==> src/rtl/button_conditioner.sv <==
// rtl/button_conditioner.sv - push-button synchroniser, debouncer, long-press and aux reset pulse generator
// Optional BTN_IRQ_EN adds a sticky irq output with irq_clr.
module button_conditioner #(
    parameter int N_BTN             = 2,
    parameter int ACTIVE_LOW        = 1,
    parameter int DEBOUNCE_CYCLES   = 500000,
    parameter int LONG_PRESS_CYCLES = 150000000,
    parameter int RST_BTN           = 1,
    parameter int RST_PULSE_CYCLES  = 1000
) (
    input  logic             aclk,
    input  logic             aresetn,
    input  logic [N_BTN-1:0] btn_raw,
    output logic [N_BTN-1:0] btn_level,
    output logic [N_BTN-1:0] btn_press,
    output logic [N_BTN-1:0] btn_release,
    output logic [N_BTN-1:0] long_press,
    output logic             aux_reset_n
`ifdef BTN_IRQ_EN
    ,
    output logic             irq,
    input  logic             irq_clr
`endif
);

    localparam int DB_W = $clog2(DEBOUNCE_CYCLES + 1);
    localparam int LP_W = $clog2(LONG_PRESS_CYCLES + 1);
    localparam int PW   = $clog2(RST_PULSE_CYCLES + 1);

    localparam logic [DB_W-1:0]  DB_LAST    = DB_W'(DEBOUNCE_CYCLES - 1);
    localparam logic [LP_W-1:0]  LP_MAX     = LP_W'(LONG_PRESS_CYCLES);
    localparam logic [LP_W-1:0]  LP_LAST    = LP_W'(LONG_PRESS_CYCLES - 1);
    localparam logic [PW-1:0]    PULSE_LAST = PW'(RST_PULSE_CYCLES - 1);
    localparam logic [N_BTN-1:0] RELEASED   = {N_BTN{ACTIVE_LOW != 0}};

    typedef enum logic [1:0] {
        ST_IDLE,
        ST_ASSERT,
        ST_WAIT_REL
    } rst_state_t;

    logic [N_BTN-1:0] meta_ff;
    logic [N_BTN-1:0] sync_ff;
    logic [N_BTN-1:0] sync;
    logic [DB_W-1:0]  db_cnt [N_BTN];
    logic [LP_W-1:0]  lp_cnt [N_BTN];
    rst_state_t       state;
    rst_state_t       next_state;
    logic [PW-1:0]    pulse_cnt;

    always_ff @(posedge aclk or negedge aresetn) begin
        if (!aresetn) begin
            meta_ff <= RELEASED;
            sync_ff <= RELEASED;
        end else begin
            meta_ff <= btn_raw;
            sync_ff <= meta_ff;
        end
    end

    assign sync = (ACTIVE_LOW != 0) ? ~sync_ff : sync_ff;

    // Level and its strobe update together when the disagreement has lasted DEBOUNCE_CYCLES.
    always_ff @(posedge aclk or negedge aresetn) begin
        if (!aresetn) begin
            btn_level   <= '0;
            btn_press   <= '0;
            btn_release <= '0;
            for (int i = 0; i < N_BTN; i++) begin
                db_cnt[i] <= '0;
            end
        end else begin
            for (int i = 0; i < N_BTN; i++) begin
                btn_press[i]   <= 1'b0;
                btn_release[i] <= 1'b0;
                if (sync[i] == btn_level[i]) begin
                    db_cnt[i] <= '0;
                end else if (db_cnt[i] == DB_LAST) begin
                    btn_level[i]   <= sync[i];
                    btn_press[i]   <= sync[i];
                    btn_release[i] <= ~sync[i];
                    db_cnt[i]      <= '0;
                end else begin
                    db_cnt[i] <= db_cnt[i] + DB_W'(1);
                end
            end
        end
    end

    always_ff @(posedge aclk or negedge aresetn) begin
        if (!aresetn) begin
            long_press <= '0;
            for (int i = 0; i < N_BTN; i++) begin
                lp_cnt[i] <= '0;
            end
        end else begin
            for (int i = 0; i < N_BTN; i++) begin
                long_press[i] <= btn_level[i] && (lp_cnt[i] == LP_LAST);
                if (!btn_level[i]) begin
                    lp_cnt[i] <= '0;
                end else if (lp_cnt[i] != LP_MAX) begin
                    lp_cnt[i] <= lp_cnt[i] + LP_W'(1);
                end
            end
        end
    end

    always_comb begin
        next_state = state;
        case (state)
            ST_IDLE:     if (long_press[RST_BTN]) next_state = ST_ASSERT;
            ST_ASSERT:   if (pulse_cnt == '0) next_state = ST_WAIT_REL;
            ST_WAIT_REL: if (!btn_level[RST_BTN]) next_state = ST_IDLE;
            default:     next_state = ST_IDLE;
        endcase
    end

    // aux_reset_n is decoded from next_state into a flop so the pin never glitches.
    always_ff @(posedge aclk or negedge aresetn) begin
        if (!aresetn) begin
            state       <= ST_IDLE;
            pulse_cnt   <= '0;
            aux_reset_n <= 1'b1;
        end else begin
            state       <= next_state;
            aux_reset_n <= (next_state != ST_ASSERT);
            if (state == ST_IDLE && next_state == ST_ASSERT) begin
                pulse_cnt <= PULSE_LAST;
            end else if (state == ST_ASSERT && pulse_cnt != '0) begin
                pulse_cnt <= pulse_cnt - PW'(1);
            end
        end
    end

`ifdef BTN_IRQ_EN
    always_ff @(posedge aclk or negedge aresetn) begin
        if (!aresetn) begin
            irq <= 1'b0;
        end else begin
            irq <= (irq & ~irq_clr) | (|btn_press) | (|long_press);
        end
    end
`endif

endmodule

==> config.mk <==
export PLATFORM = sky130hd
export DESIGN_NAME = button_conditioner
export DESIGN_NICKNAME = d
export VERILOG_FILES = /design/src/rtl/button_conditioner.sv
export SDC_FILE = /design/constraint.sdc
export NUM_CORES = 1
export LEC_CHECK = 0
export ABC_AREA = 1
export BUFFER_PORTS_ARGS = -buffer_cell sky130_fd_sc_hd__buf_2
export CORE_MARGIN = 8
export CORE_UTILIZATION = 50
export DETAILED_ROUTE_END_ITERATION = 7
export HOLD_SLACK_MARGIN = 0.12
export PLACE_DENSITY = 0.68
export SKIP_CTS_REPAIR_TIMING = 1
export SLEW_MARGIN = 25
export SYNTH_ARGS = -nofsm -noshare
export SYNTH_HDL_FRONTEND = slang
export SYNTH_SLANG_ARGS = --single-unit
==> constraint.sdc <==
create_clock -name aclk -period 1.55 [get_ports aclk]
set_clock_uncertainty 0.1 [all_clocks]
set_input_delay 0.155 -clock aclk [delete_from_list [all_inputs] [get_ports aclk]]
set_output_delay 0.155 -clock aclk [all_outputs]
set_load 0.01 [all_outputs]
Yosys cells after proc, flatten, opt, wreduce, memory -nomap -nowiden --
Index checks and enable logic that the tools add are counted.
Storage, ports and cells: output and inout port bits 9, word-level logic and storage cells 70, latch bits 0, RAM bits 0, input bits 4, memories kept 0, ROM bits 0, flip-flop bits (word level) 119
Operators by class: shift-type cells 0, div/mod/pow operators 0, $lt $le $gt $ge 0, reduce and logical (&&, ||, !) cells 10, bitwise operators 5, multiplexer cells 22, multiply operators 0, eq/ne operators 14, $add $sub $neg 5
Operators by type and width (count):
- $mux W28 | 4
- $mux W19 | 4
- $add A28 B1 Y28 const B | 2
- $eq A28 B28 Y1 const B | 2
- $ne A28 B28 Y1 const B | 2
- $add A19 B1 Y19 const B | 2
- $eq A19 B19 Y1 const B | 2
- $mux W10 | 2
- $logic_not A10 Y1 | 1
- $reduce_bool A10 Y1 | 1
- $sub A10 B1 Y10 const B | 1
- $mux W1 | 8
- $mux W2 | 3
- $ne A2 B1 Y1 const B | 3
- $pmux W2 S3 | 1
- $eq A2 B1 Y1 const B | 2
- $logic_and A1 B1 Y1 | 4
- $not A1 Y1 | 4
- $reduce_and A2 Y1 | 2
- $eq A1 B1 Y1 | 2
- $eq A2 B2 Y1 const B | 1
- $logic_not A2 Y1 | 1
- $not A2 Y2 | 1
- $reduce_bool A2 Y1 | 1

Logic depth before layout (Yosys ltp) --
depth in word-level cells 6, mapped depth 10, mapped depth without buffers 10

Worst setup path after synthesis --
Ideal clock, no wire load.
path kind reg-to-reg, start point reg pulse_cnt[0], end point reg pulse_cnt[6], cell stages (with the launch flop) 11, setup slack -0.108 ns, clock period less this slack 1.658 ns, setup time 0.123 ns, path buffers 1, arrival 1.435 ns, required time 1.327 ns, cell sequence dfrtp_1 inv_1 ha_1 nand3_1 nor2_4 nand2_2 nand2_2 nand2_2 buf_6 o21ai_0 nand2_1
On the way: word-level cells in the longest chain between the ends 6, elaborated cells between the ends (all ways) 11, classes of those cells add/sub (1); eq/ne (1); mux (4); reduce/logical (5)
RTL lines:
- start, declared | line 49 | logic [PW-1:0] pulse_cnt;
- start signal, assigned | line 130 | pulse_cnt <= pulse_cnt - PW'(1);
- $logic_not A10 Y1 * | line 112 | ST_ASSERT: if (pulse_cnt == '0) next_state = ST_WAIT_REL;
- $mux W2 * | line 112
- $pmux W2 S3 * | line 110 | case (state)
- named net next_state[0] | line 48 | rst_state_t next_state;
- $eq A2 B1 Y1 * | line 127 | if (state == ST_IDLE && next_state == ST_ASSERT) begin
- $logic_and A1 B1 Y1 * | line 127
- $mux W10 or $reduce_bool A2 Y1 (tied branches)
Mark *: on every way through the listed nets, which the timed path passes. The rest lies on a longest branch. The select of a mux whose other input is x is not followed. A chain may end at the register's enable or synchronous reset.

Worst setup path after layout --
start point reg lp_cnt[28] (netlist name), end point reg lp_cnt[46] (netlist name)
On the way: word-level cells in the longest chain between the ends 3, elaborated cells between the ends (all ways) 5, classes of those cells add/sub (1); eq/ne (2); mux (2)
RTL lines:
- start, declared | line 46 | logic [LP_W-1:0] lp_cnt [N_BTN];
- start signal, assigned by index | line 102 | lp_cnt[i] <= lp_cnt[i] + LP_W'(1);
- $add A28 B1 Y28 | line 102
- $mux W28 | line 101 | end else if (lp_cnt[i] != LP_MAX) begin
- $mux W28 | line 99 | if (!btn_level[i]) begin
Several ways; a longest one is shown, not always the timed one. The select of a mux whose other input is x is not followed.

==> tab_implementation.tex <==
\begin{tabular}{lr}
\hline
Metric & Value \\
\hline
\multicolumn{2}{l}{\textbf{Run status}} \\
\quad Status & finished, final reports clean \\
\multicolumn{2}{l}{\textbf{STA}} \\
\quad Slew at the pin closest to its max-slew limit & 0.3654 ns \\
\quad Setup\_tns & 0 ns \\
\quad Final setup vio count & 0 \\
\quad Max frequency & 0.6465 GHz \\
\quad Setup repair after global routing missed its margin & true \\
\quad Post-route fraction of the period consumed by the critical path & 99.80\% \\
\quad Shortest clock period the worst path allows after layout & 1.547 ns \\
\quad Worst relative slew slack & 75.61\% \\
\quad Final Hold Violating Endpoints & 0 \\
\quad Max-slew violation total from the final report & 0 \\
\multicolumn{2}{l}{\textbf{Die}} \\
\quad Vert. Die Dim & 132.3 µm \\
\quad Area inside the core boundary & 13240 µm² \\
\quad Initial Util & 51.05\% \\
\quad Width of the die & 132.3 µm \\
\quad Die outline area & 17500 µm² \\
\quad I/O Pins & 13 \\
\quad Number of rows in the core area & 42 \\
\multicolumn{2}{l}{\textbf{Yosys}} \\
\quad Synthesized instance count & 978 \\
\quad Synth warn & 0 \\
\quad Number of distinct standard cells referenced by the synthesized netlist & 30 \\
\quad Fraction of the yosys area taken by sequential cells & 44.14\% \\
\quad Cell area after technology mapping & 6760 µm² \\
\quad Register bit count reported by yosys & 119 \\
\quad Synthesized area per cell & 6.912 µm² \\
\quad Syn Nets & 989 \\
\multicolumn{2}{l}{\textbf{Worst setup path}} \\
\quad Levels on crit path & 8 \\
\quad Class of the most critical setup path & reg -> reg \\
\quad Critical path origin & lp\_cnt[28] \\
\quad Worst reg-to-reg path cell count & 8 \\
\quad Worst-path maximum fanout & 7 \\
\quad Slowest cell delay on critical path & 0.40 ns \\
\quad Slowest library cell on the worst path & sky130\_fd\_sc\_hd\_\_dfrtp\_1 \\
\quad Crit path DAT & 1.75 ns \\
\quad Critical path endpoint & lp\_cnt[46] \\
\quad Cells traversed along the worst timing path & ha\_2, nand2\_2, nor2\_4, nand2\_2, nor2\_4, nand2\_1, nand2\_1, a21oi\_1 \\
\quad Crit start category & flop \\
\quad Buffers \& Inverters on Critical Path & 0 \\
\quad Reg2reg end & lp\_cnt[46] \\
\quad Endpoint class of the critical path & flop \\
\quad Crit path max-delay family & simple AND/OR/NAND/NOR gates \\
\quad Reg2Reg Launch Point & lp\_cnt[28] \\
\quad Required @ worst endpoint & 1.75 ns \\
\quad Setup slack of the most critical reg-to-reg path & 0.003 ns \\
\multicolumn{2}{l}{\textbf{Final layout}} \\
\quad Commonest non-fill, non-tap cells in the layout & sky130\_fd\_sc\_hd\_\_nand2\_1, sky130\_fd\_sc\_hd\_\_nor2\_1, sky130\_fd\_sc\_hd\_\_dfrtp\_1, sky130\_fd\_sc\_hd\_\_inv\_1, sky130\_fd\_sc\_hd\_\_nand3\_1 \\
\quad Inserted Diodes & 0 \\
\quad Layout-stage area growth over the synthesis result & 24.21\% \\
\quad Layout cells sized above 1 & 18.45\% \\
\quad Net count of the finished layout & 1082 \\
\quad Leading cell type in the layout, fill and taps excluded & sky130\_fd\_sc\_hd\_\_nand2\_1 \\
\multicolumn{2}{l}{\textbf{GRT}} \\
\quad Overall Global Routing Usage & 18.14\% \\
\quad Remaining global-route overflow & 0 \\
\quad Antenna violations before repair & 0 \\
\quad Vias in the first global route & 5789 \\
\quad Wire length of the first global-routing pass & 26360 µm \\
\quad Pin count of the biggest net entering global routing & 61 \\
\multicolumn{2}{l}{\textbf{CTS}} \\
\quad Maximum buffer depth of the clock tree & 2 \\
\quad Clock tree from TritonCTS & yes \\
\quad Number of CTS-inserted buffers & 17 \\
\quad Clock transition at the register clock pins on the worst setup and hold paths after CTS & 0.06 ns \\
\quad CTS Sinks & 119 \\
\quad Number of levels in the clock H-tree & 4 \\
\quad Source-to-sink clock delay at the later pin of the worst-skew pair & 0.42 ns \\
\quad Root buf cell & sky130\_fd\_sc\_hd\_\_clkbuf\_16 \\
\multicolumn{2}{l}{\textbf{Drt}} \\
\quad Routed length per placed instance & 12.67 µm \\
\quad First-iteration detailed-routing DRC count & 375 \\
\quad Detailed-router iteration count before antenna repair & 8 \\
\quad Total detailed-routing wirelength & 15970 µm \\
\quad ANT nets after route & 0 \\
\quad Overall via count from detail\_route & 6352 \\
\quad Number of vias per cell after detailed routing & 5.041 \\
\quad DRC viols & 0 \\
\multicolumn{2}{l}{\textbf{Run}} \\
\quad Number of violations of the max-capacitance limit & 0 \\
\multicolumn{2}{l}{\textbf{Hold path}} \\
\quad Type of the tightest min-delay check & in -> async \\
\multicolumn{2}{l}{\textbf{Place}} \\
\quad HPWL Detailed & 11230 µm \\
\quad Routability-driven placement congestion ratio & 0.8959 \\
\quad \# port buffers & 12 \\
\multicolumn{2}{l}{\textbf{Power}} \\
\quad Post-route total power & 6.910 mW \\
\quad LEAKAGE & 3.539 nW \\
\quad Worst vdd ir & 0.0007890 V \\
\quad Power density over cell area & 822.9 nW/µm² \\
\hline
\end{tabular}
[cells by family after synthesis]
family	count (synthesis)	synth area share, %
AND/OR/NAND/NOR	651	39.66
flip-flops	119	44.14
buffers and inverters	112	6.385
AO/OA/AOI/OAI	61	4.886
XOR/XNOR	28	3.628
adder cells (fa/ha/maj)	7	1.296
[how the worst min path moves through the flow]
stage	end	slack, ns	start	cells past startpoint
5_1_grt	long_press[0]	0.22	aresetn	3
2_1_floorplan	btn_level[0]	-0.24	aresetn	0
6_report	lp_cnt[28]	0.19	aresetn	3
3_3_place_gp	lp_cnt[30]	0.09	aresetn	2
3_5_place_dp	lp_cnt[31]	0.09	aresetn	2
4_1_cts	lp_cnt[31]	-0.35	aresetn	2
[flip-flops by register name (all words and copies together), names as in the netlist]
register	flops
pulse_cnt	10
state	2
btn_release	2
meta_ff	2
btn_level	2
long_press	2
lp_cnt	56
btn_press	2
aux_reset_n	1
sync_ff	2
db_cnt	38
[layer usage]
layer,part of all wire [%],vias to the layer above,GRT usage [%]
li1,-,3255,-
met1,46,2953,22.48
met2,48,118,29.83
met3,3.7,26,4.916
met4,1.6,0,6.372
met5,0,-,0
[synthesized netlist by cell type, drive strengths merged]
master / number / share of area (%)
a21oi: 28 / 2.1
and2: 1 / 0.093
and3: 1 / 0.093
buf: 4 / 0.39
clkbuf: 6 / 0.33
dfrtp: 114 / 42
dfstp: 5 / 1.9
ha: 7 / 1.3
inv: 102 / 5.7
nand2: 269 / 15
nand3: 78 / 5.8
nand3b: 3 / 0.33
nand4: 19 / 1.8
nor2: 261 / 15
nor3: 18 / 1.3
nor3b: 1 / 0.11
o211ai: 1 / 0.11
o21a: 2 / 0.22
o21ai: 26 / 2.0
o21bai: 3 / 0.33
o31ai: 1 / 0.11
xnor2: 7 / 0.91
xor2: 21 / 2.7
[power by group]
| group | switching, mW | total, mW | internal [mW] |
|---|---|---|---|
| Sequential | 0.0146 | 3.15 | 3.13 |
| Clock | 1.37 | 3.60 | 2.23 |
| Combinational | 0.107 | 0.162 | 0.0546 |
[final cells by class]
type / instances / area (µm²)
clock buffer: 23 / 498.0
clock inverter: 9 / 50.05
fill: 1181 / 4846
inverter: 102 / 385.4
multi-input combinational: 748 / 3608
sequential: 119 / 2990
tap: 176 / 220.2
timing repair buffer: 83 / 644.4
[through the flow]
stage | cells | utilization (%) | worst slack (ns) | hold WS, ns | area [µm²]
after floorplan | 978 | - | 0.01030 | -0.2406 | 6773
after global routing | 1260 | 63.41 | -0.1085 | 0.2184 | 8397
final | 1260 | 63.41 | 0.003133 | 0.1907 | 8397
after detailed placement | 1209 | 56.20 | -0.06022 | 0.09458 | 7442
after global placement | 1209 | 56.20 | -0.01856 | 0.09143 | 7442
after CTS | 1241 | 60.34 | -0.07025 | -0.3486 | 7990
[tightest hold or removal path: stages]
cell	delay (ns)
sky130_fd_sc_hd__dlygate4sd3_1	0.53
sky130_fd_sc_hd__buf_4	0.14
sky130_fd_sc_hd__buf_12	0.28
No activity file was read; power rests on OpenSTA's default activity.
